**src/rtl/linear_sequencer_if.sv**
```systemverilog
// Wishbone classic read bus between the layer sequencer (master) and the weight SRAM (slave).
interface linear_sequencer_if;
   logic        wbm_cyc_o;
   logic        wbm_stb_o;
   logic        wbm_we_o;
   logic [3:0]  wbm_sel_o;
   logic [31:0] wbm_adr_o;
   logic        wbm_ack_i;
   logic [31:0] wbm_dat_i;

   modport master (
      output wbm_cyc_o, wbm_stb_o, wbm_we_o, wbm_sel_o, wbm_adr_o,
      input  wbm_ack_i, wbm_dat_i
   );

   modport slave (
      input  wbm_cyc_o, wbm_stb_o, wbm_we_o, wbm_sel_o, wbm_adr_o,
      output wbm_ack_i, wbm_dat_i
   );
endinterface

```
**src/rtl/linear_sequencer.sv**
```systemverilog
// Fully-connected layer sequencer: fetches each weight over Wishbone, multiply-accumulates in
// saturating Q8.24 and emits one result per output neuron.
module linear_sequencer #(
   parameter int IN_DIM  = 20,
   parameter int OUT_DIM = 3,
   parameter int W_BASE  = 0,
   parameter int FRAC    = 24,
   parameter int TIMEOUT = 255
) (
   input  logic                clk,
   input  logic                rst_n,
   input  logic                start,
   output logic                busy,
   output logic                done,
   output logic                err,
   output logic [9:0]          in_rd_addr,
   input  logic signed [31:0]  in_rd_data,
   linear_sequencer_if.master  wb,
   output logic                out_valid,
   output logic [9:0]          out_addr,
   output logic signed [31:0]  out_data
);

   localparam int TW = $clog2(TIMEOUT + 1);
   localparam logic [TW-1:0] T_LAST = TW'(TIMEOUT - 1);
   localparam logic [9:0]    I_LAST = 10'(IN_DIM - 1);
   localparam logic [9:0]    J_LAST = 10'(OUT_DIM - 1);
   localparam logic signed [63:0] MAX_V = 64'sd2147483647;
   localparam logic signed [63:0] MIN_V = -64'sd2147483648;

   typedef enum logic [2:0] {IDLE, RD_IN, WB, MAC, EMIT, DONE} state_t;

   state_t             state;
   logic [9:0]         i;
   logic [9:0]         j;
   logic [TW-1:0]      tcnt;
   logic               first_wb;
   logic signed [31:0] acc;
   logic signed [31:0] acc_next;
   logic signed [31:0] x_reg;
   logic signed [31:0] w_reg;
   logic               cyc;
   logic               stb;
   logic [3:0]         sel;
   logic [31:0]        adr;

   // Product rescaled to Q8.24, clamped instead of wrapping when it leaves the 32-bit range.
   function automatic logic signed [31:0] sat_term(input logic signed [63:0] prod);
      logic signed [63:0] sh;
      sh = prod >>> FRAC;
      if (sh > MAX_V)
         return 32'sh7FFFFFFF;
      else if (sh < MIN_V)
         return 32'sh80000000;
      else
         return sh[31:0];
   endfunction

   function automatic logic signed [31:0] sat_add(input logic signed [31:0] a,
                                                  input logic signed [31:0] b);
      logic signed [32:0] s;
      s = {a[31], a} + {b[31], b};
      if (s[32] != s[31])
         return s[32] ? 32'sh80000000 : 32'sh7FFFFFFF;
      else
         return s[31:0];
   endfunction

   function automatic logic [31:0] byte_addr(input logic [9:0] jj, input logic [9:0] ii);
      logic [31:0] word;
      word = 32'(W_BASE) + 32'(jj) * 32'(IN_DIM) + 32'(ii);
      return word << 2;
   endfunction

   always_comb begin
      acc_next = sat_add(acc, sat_term(64'(x_reg) * 64'(w_reg)));
   end

   assign wb.wbm_cyc_o = cyc;
   assign wb.wbm_stb_o = stb;
   assign wb.wbm_we_o  = 1'b0;
   assign wb.wbm_sel_o = sel;
   assign wb.wbm_adr_o = adr;

   always_ff @(posedge clk) begin
      if (!rst_n) begin
         state      <= IDLE;
         i          <= '0;
         j          <= '0;
         tcnt       <= '0;
         first_wb   <= 1'b0;
         acc        <= '0;
         busy       <= 1'b0;
         done       <= 1'b0;
         err        <= 1'b0;
         cyc        <= 1'b0;
         stb        <= 1'b0;
         sel        <= '0;
         adr        <= '0;
         in_rd_addr <= '0;
         out_valid  <= 1'b0;
         out_addr   <= '0;
         out_data   <= '0;
      end else begin
         done      <= 1'b0;
         err       <= 1'b0;
         out_valid <= 1'b0;
         case (state)
            IDLE: begin
               busy <= start;
               if (start) begin
                  state      <= RD_IN;
                  i          <= '0;
                  j          <= '0;
                  acc        <= '0;
                  in_rd_addr <= '0;
               end
            end
            RD_IN: begin
               state    <= WB;
               cyc      <= 1'b1;
               stb      <= 1'b1;
               sel      <= 4'hF;
               adr      <= byte_addr(j, i);
               tcnt     <= '0;
               first_wb <= 1'b1;
            end
            WB: begin
               // The activation read issued in RD_IN is valid during the first bus cycle only.
               first_wb <= 1'b0;
               if (first_wb)
                  x_reg <= in_rd_data;
               if (wb.wbm_ack_i) begin
                  w_reg <= wb.wbm_dat_i;
                  cyc   <= 1'b0;
                  stb   <= 1'b0;
                  sel   <= '0;
                  state <= MAC;
               end else if (tcnt == T_LAST) begin
                  cyc   <= 1'b0;
                  stb   <= 1'b0;
                  sel   <= '0;
                  err   <= 1'b1;
                  busy  <= 1'b0;
                  state <= IDLE;
               end else begin
                  tcnt <= tcnt + 1'b1;
               end
            end
            MAC: begin
               acc <= acc_next;
               if (i == I_LAST) begin
                  state <= EMIT;
               end else begin
                  i          <= i + 1'b1;
                  in_rd_addr <= i + 1'b1;
                  state      <= RD_IN;
               end
            end
            EMIT: begin
               out_valid <= 1'b1;
               out_addr  <= j;
               out_data  <= acc;
               acc       <= '0;
               i         <= '0;
               if (j == J_LAST) begin
                  state <= DONE;
               end else begin
                  j          <= j + 1'b1;
                  in_rd_addr <= '0;
                  state      <= RD_IN;
               end
            end
            DONE: begin
               // busy is left high through the done cycle and drops from IDLE on the next edge.
               done  <= 1'b1;
               state <= IDLE;
            end
            default: state <= IDLE;
         endcase
      end
   end

endmodule

```
**src/flat_wrapper.sv**
```systemverilog
// flat-port wrapper written by rule: the top's interface ports become plain ports
module linear_sequencer_flat 
#(
   parameter int IN_DIM  = 20,
   parameter int OUT_DIM = 3,
   parameter int W_BASE  = 0,
   parameter int FRAC    = 24,
   parameter int TIMEOUT = 255
)
  (clk, rst_n, start, busy, done, err, in_rd_addr, in_rd_data, out_valid, out_addr, out_data, wb_wbm_cyc_o, wb_wbm_stb_o, wb_wbm_we_o, wb_wbm_sel_o, wb_wbm_adr_o, wb_wbm_ack_i, wb_wbm_dat_i);
  linear_sequencer_if wb_i ();
  input  logic clk;
  input  logic rst_n;
  input  logic start;
  output logic busy;
  output logic done;
  output logic err;
  output logic [9:0] in_rd_addr;
  input  logic signed [31:0] in_rd_data;
  output logic out_valid;
  output logic [9:0] out_addr;
  output logic signed [31:0] out_data;
  output wire logic [$bits(wb_i.wbm_cyc_o)-1:0] wb_wbm_cyc_o;
  output wire logic [$bits(wb_i.wbm_stb_o)-1:0] wb_wbm_stb_o;
  output wire logic [$bits(wb_i.wbm_we_o)-1:0] wb_wbm_we_o;
  output wire logic [$bits(wb_i.wbm_sel_o)-1:0] wb_wbm_sel_o;
  output wire logic [$bits(wb_i.wbm_adr_o)-1:0] wb_wbm_adr_o;
  input wire logic [$bits(wb_i.wbm_ack_i)-1:0] wb_wbm_ack_i;
  input wire logic [$bits(wb_i.wbm_dat_i)-1:0] wb_wbm_dat_i;
  assign wb_wbm_cyc_o = wb_i.wbm_cyc_o;
  assign wb_wbm_stb_o = wb_i.wbm_stb_o;
  assign wb_wbm_we_o = wb_i.wbm_we_o;
  assign wb_wbm_sel_o = wb_i.wbm_sel_o;
  assign wb_wbm_adr_o = wb_i.wbm_adr_o;
  assign wb_i.wbm_ack_i = wb_wbm_ack_i;
  assign wb_i.wbm_dat_i = wb_wbm_dat_i;
  linear_sequencer #(.IN_DIM(IN_DIM), .OUT_DIM(OUT_DIM), .W_BASE(W_BASE), .FRAC(FRAC), .TIMEOUT(TIMEOUT)) u_core (.clk(clk), .rst_n(rst_n), .start(start), .busy(busy), .done(done), .err(err), .in_rd_addr(in_rd_addr), .in_rd_data(in_rd_data), .wb(wb_i), .out_valid(out_valid), .out_addr(out_addr), .out_data(out_data));
endmodule
```
**config.mk**
```make
export PLATFORM = sky130hd
export DESIGN_NAME = linear_sequencer_flat
export DESIGN_NICKNAME = d
export VERILOG_FILES = /design/src/rtl/linear_sequencer_if.sv /design/src/rtl/linear_sequencer.sv /design/src/flat_wrapper.sv
export SDC_FILE = /design/constraint.sdc
export NUM_CORES = 2
export LEC_CHECK = 0
export CORE_MARGIN = 2
export CORE_UTILIZATION = 30
export DETAILED_ROUTE_END_ITERATION = 10
export GPL_ROUTABILITY_DRIVEN = 0
export PLACE_DENSITY = 0.48
export SYNTH_ARGS = -nofsm -noshare
export SYNTH_HDL_FRONTEND = slang
export SYNTH_SLANG_ARGS = --single-unit
export TNS_END_PERCENT = 50
```
**constraint.sdc**
```tcl
create_clock -name clk -period 13 [get_ports clk]
set_input_delay 1.3 -clock clk [delete_from_list [all_inputs] [get_ports clk]]
set_output_delay 1.3 -clock clk [all_outputs]
set_load 0.01 [all_outputs]
```
-- Word level (Yosys, flattened, before mapping)
Cells that the tools add are included.
- logic and storage cells: 95
- input port bits: 68
- flip-flop bits (word level): 219
- output and inout bits: 95
- multiply operators: 2
- multiplexer cells: 34
- bitwise operators: 2
- reductions and logical operators: 16
- equality and inequality tests: 16
- $add $sub $neg: 5
- $lt $le $gt $ge: 2
- operators by type and width (kind ; number):
    two-way mux 32 bit ; 5
    one-hot mux 32 bit (3 select lines) ; 1
    multiplier 32 x 32 -> 64 bit ; 1
    one-hot mux 10 bit (3 select lines) ; 2
    > comparator 40 x 32 -> 1 bit, second input constant ; 1
    < comparator 40 x 32 -> 1 bit, second input constant ; 1
    two-way mux 10 bit ; 4
    adder 32 x 32 -> 33 bit ; 1
    adder 10 x 1 -> 10 bit, second input constant ; 2
    one-hot mux 10 bit (2 select lines) ; 1
    AND reduction 3 bit ; 6
    adder 15 x 10 -> 16 bit ; 1
    two-way mux 8 bit ; 2
    one-hot mux 8 bit (2 select lines) ; 1
    two-way mux 3 bit ; 5
    one-hot mux 3 bit (5 select lines) ; 1
    multiplier 10 x 3 -> 13 bit, second input constant ; 1
    equality test 10 x 2 -> 1 bit, second input constant ; 1
    equality test 10 x 5 -> 1 bit, second input constant ; 1
    inequality test 2 bit, second input constant ; 5
    adder 8 x 1 -> 8 bit, second input constant ; 1
    equality test 8 bit, second input constant ; 1
    two-way mux 4 bit ; 2
    one-hot mux 4 bit (2 select lines) ; 1
    other kinds (15) ; 29

-- Longest topological paths before layout
- depth in word-level cells: 8
- gate-level depth with buffers: 46
- gate-level depth less buffers: 40

-- Worst setup path after synthesis
Ideal clock, no wire load.
- path kind: reg-to-reg
- from: register u_core.x_reg[31]
- to: register u_core.acc[23]
- data required time: 12.905 ns
- cell stages (with the launch flop): 42
- library setup time: 0.095 ns
- path slack: 1.446 ns
- buffers on the path: 6
- data arrival time: 11.459 ns
- clock period less this slack: 11.554 ns
- cells stage by stage: edfxtp_1 > clkbuf_1 > nand2_1 > inv_1 > fa_1 > fa_1 > fa_1 > fa_1 > inv_1 > fa_1 > inv_1 > fa_1 > inv_1 > fa_1 > inv_1 > fa_1 > ha_1 > a21o_1 > [6 not listed] > buf_6 > a22oi_4 > buf_6 > o32ai_1 > ha_1 > clkbuf_1 > a21o_1 > a21o_1 > a21o_1 > a211oi_1 > o31ai_1 > or3_1 > o211ai_1 > a221o_1 > buf_2 > nand3_1 > clkbuf_1 > a221oi_1
- cells in the longest elaborated chain, start to end: 8
- elaborated cells on any way between the ends: 10
- those cells by class: add/sub: 1; mul: 1; order compare: 2; eq/ne: 1; mux: 5
- ends and longest elaborated chain (what ; RTL line ; source):
    start: declaration ; linear_sequencer.sv:40 ; logic signed [31:0] x_reg;
    start signal: assignment ; linear_sequencer.sv:132 ; x_reg <= in_rd_data;
    multiplier 32 x 32 -> 64 bit (*) ; linear_sequencer.sv:76 ; acc_next = sat_add(acc, sat_term(64'(x_reg) * 64'(w_reg)));
    < comparator 40 x 32 -> 1 bit ; linear_sequencer.sv:53 ; else if (sh < MIN_V)
    two-way mux 32 bit ; linear_sequencer.sv:53 ;
    two-way mux 32 bit (*) ; linear_sequencer.sv:51 ; if (sh > MAX_V)
    adder 32 x 32 -> 33 bit (*) ; linear_sequencer.sv:62 ; s = {a[31], a} + {b[31], b};
    two-way mux 32 bit / inequality test 1 bit (equally long branches) ; linear_sequencer.sv:64, linear_sequencer.sv:63 ;
    two-way mux 32 bit (*) ; linear_sequencer.sv:63 ; if (s[32] != s[31])
    one-hot mux 32 bit (3 select lines) (*) ; linear_sequencer.sv:108 ; case (state)
    end signal: assignment ; linear_sequencer.sv:151 ; acc <= acc_next;
    end: declaration ; linear_sequencer.sv:38 ; logic signed [31:0] acc;
Every way passes the cells marked *; elsewhere a longest branch is shown, timed or not.
A chain may end at the register's enable or synchronous reset.

-- Final worst setup path
- from: register u_core.x_reg[13]
- to: register u_core.acc[26]
Same word-level chain as after synthesis.

==> results.json <==
{
  "io_buffers": 145,
  "grt_first_pass_wirelength_mm": 215,
  "grt_max_degree": 96,
  "syn_area_per_cell_sq_um": 9.27,
  "outcome": "finished clean",
  "tns_ps": 0,
  "dp.cells": 6999,
  "pin_count": 163,
  "num_rows": 143,
  "layout_min_cycle_time_ps": 12320,
  "die_w_microns": 396,
  "dp_hpwl_mm": 114,
  "worst-setup-path-type": "reg -> reg",
  "drive_gt1_share_pct": 4.34,
  "drt.antenna.violating_nets": 0,
  "via_count": 33400,
  "finClkSkew_ps": 95.5,
  "antenna_found_initial": 9,
  "cts.sinks": 201,
  "viasPerCell": 4.71,
  "drcViolationCount": 0,
  "syn_area_sq_um": 46100,
  "firstDrtPassIters": 5,
  "drv_slew": 0,
  "worst_path_most_repeated_cell": "fa_1",
  "synth_flop_cell": "dfxtp_1",
  "timing.final.ws_setup_ps": 684,
  "die_y_microns": 396,
  "grt_pass1_vias": 36000,
  "grtUsageTotal_pct": 17.7,
  "cts_tree": "done",
  "dpl-instance-area_sq_um": 49900,
  "period_share_pct": 94.7,
  "cp_slowest_cell": "edfxtp_1",
  "ys_types": 79,
  "hp-class": "reg -> reg",
  "cp.arrival_ps": 12830,
  "worst_pin_slew_ps": 1290,
  "cts_htree_levels": 1,
  "coreArea_sq_um": 152000,
  "root_buffer": "clkbuf_16",
  "drt-total-wl_mm": 138,
  "nets": 6414,
  "dieArea_sq_um": 157000,
  "initial_core_util_pct": 30.3,
  "layoutNonFillerInstCount": 7076,
  "crit_fanout": 17,
  "place_ws_ps": 241,
  "fmax_mhz": 81.2,
  "synth_seq_area_share_pct": 10.1,
  "hold_viol_final": 0,
  "ys_ff_latch": 201,
  "numCtsBuffers": 29,
  "final_cell_area_sq_um": 51200,
  "synthArstFlopShare_pct": 0,
  "hold_buffers": 0,
  "max_stage_delay_ps": 940,
  "drt_iter0_drc": 1722,
  "routedWlPerCell_microns": 19.4,
  "cts_max_path_buffers": 3,
  "yosysWarnings": 0,
  "synth_cells": 4971,
  "setup_viol": 0,
  "synth_edf_count": 64,
  "end_kind": "flip-flop",
  "syn_to_final_growth_pct": 11.1,
  "startpoint_type": "flip-flop",
  "path_clk_slew_ps": 60,
  "max_cap_viol_count": 0,
  "required_ps": 13510,
  "slew_headroom_pct": 13.6,
  "clk_latency_ps": 700,
  "grt_overflow_total": 0,
  "rsz0062_at_grt": "false"
}
## critical path, delay by kind of cell, from the launching register on
family,cells,cell delay [ps]
buf+inv,4,710
simple gates,6,2240
compound gates,15,3520
flops,1,940
fa+ha+maj,10,4670
## cell usage in the layout, fill, tap and decap left out, drive strengths merged, types with 14 or more instances in the layout
| cell | n |
|---|---|
| a21boi | 14 |
| a21o | 42 |
| a21oi | 196 |
| a31oi | 27 |
| and2 | 516 |
| and3 | 21 |
| buf | 137 |
| clkbuf | 33 |
| clkdlybuf4s50 | 145 |
| clkinv | 14 |
| conb | 17 |
| dfxtp | 137 |
| edfxtp | 64 |
| fa | 1084 |
| ha | 241 |
| inv | 983 |
| nand2 | 731 |
| nand2b | 16 |
| nand3 | 60 |
| nand4 | 21 |
| nor2 | 114 |
| nor3 | 28 |
| o21ai | 90 |
| o221ai | 19 |
| o32ai | 15 |
| xnor2 | 77 |
| xor2 | 32 |
## synthesized netlist by cell type, types with 23 or more instances
cell type | count | area (sq um)
inv_1 | 979 | 3670
edfxtp_1 | 64 | 1920
a21o_1 | 42 | 315
nand3_1 | 60 | 300
xor2_1 | 32 | 280
nor3_1 | 28 | 140
o21ai_0 | 87 | 435
clkbuf_1 | 246 | 923
xnor2_1 | 77 | 674
and2_1 | 515 | 3220
buf_4 | 23 | 173
nand2_1 | 730 | 2740
dfxtp_1 | 137 | 2740
nor2_1 | 114 | 428
ha_1 | 241 | 3020
fa_1 | 1084 | 21700
a31oi_1 | 27 | 169
a21oi_1 | 194 | 971
## layer usage
metal / up-vias / share of wire, % / track usage (%) / routed length (microns)
met5: - / 0.025 / 0 / 35
met4: 6 / 2.1 / 3.22 / 2900
met2: 705 / 48 / 29.5 / 65500
met3: 139 / 5.2 / 2.92 / 7170
met1: 17400 / 45 / 24.4 / 62000
li1: 15100 / - / - / -
## final cells by class
class | count | area (sq um)
fillers | 15800 | 101000
multi-input cells | 3525 | 36700
flip-flops and latches | 201 | 4660
inverters | 980 | 3680
repair buffers | 284 | 2740
well taps | 2030 | 2540
clock buffers | 31 | 733
clock inverters | 22 | 176
diodes | 3 | 7.51
## logic make-up after synthesis
group                      Yosys count  synth area share [%]
AOI/OAI and AO/OA                  510                  7.07
xor gates and xnor gates           109                  2.07
adders and majority gates         1325                  53.6
buffers and inverters             1261                  10.5
DFF                                201                  10.1
muxes                                4                0.0896
other                                1               0.00814
and+or+nand+nor                   1560                  16.5
## final timing paths
| kind | slack, ps | end | start | depth (start not counted) |
|---|---|---|---|---|
| hold / removal | 460 | u_core.wb.wbm_adr_o[9]$_SDFFE_PN0P_ | u_core.wb.wbm_adr_o[9]$_SDFFE_PN0P_ | 2 |
| setup / recovery | 680 | u_core.acc[26]$_SDFFE_PN0P_ | u_core.x_reg[13]$_DFFE_PP_ | 35 |
| setup reg to reg | 680 | u_core.acc[26]$_SDFFE_PN0P_ | u_core.x_reg[13]$_DFFE_PP_ | 35 |
| hold reg to reg | 460 | u_core.wb.wbm_adr_o[9]$_SDFFE_PN0P_ | u_core.wb.wbm_adr_o[9]$_SDFFE_PN0P_ | 2 |
## metrics by stage
step	hold slack, ps	utilization (%)
after floorplan	448	-
after global placement	443	32.8
after detailed placement	449	32.8
after CTS	460	33.4
after global routing	477	33.6
final	457	33.6
## timing repair
| item | in CTS | in global routing |
|---|---|---|
| resized for setup | 0 | 4 |
| buffers inserted | 0 | 21 |
| endpoints found under the setup margin | 0 | 31 |
Power is left out: the tool's default activity adds up to more than one toggle a clock period on the data nets, which glitch-free logic cannot reach.
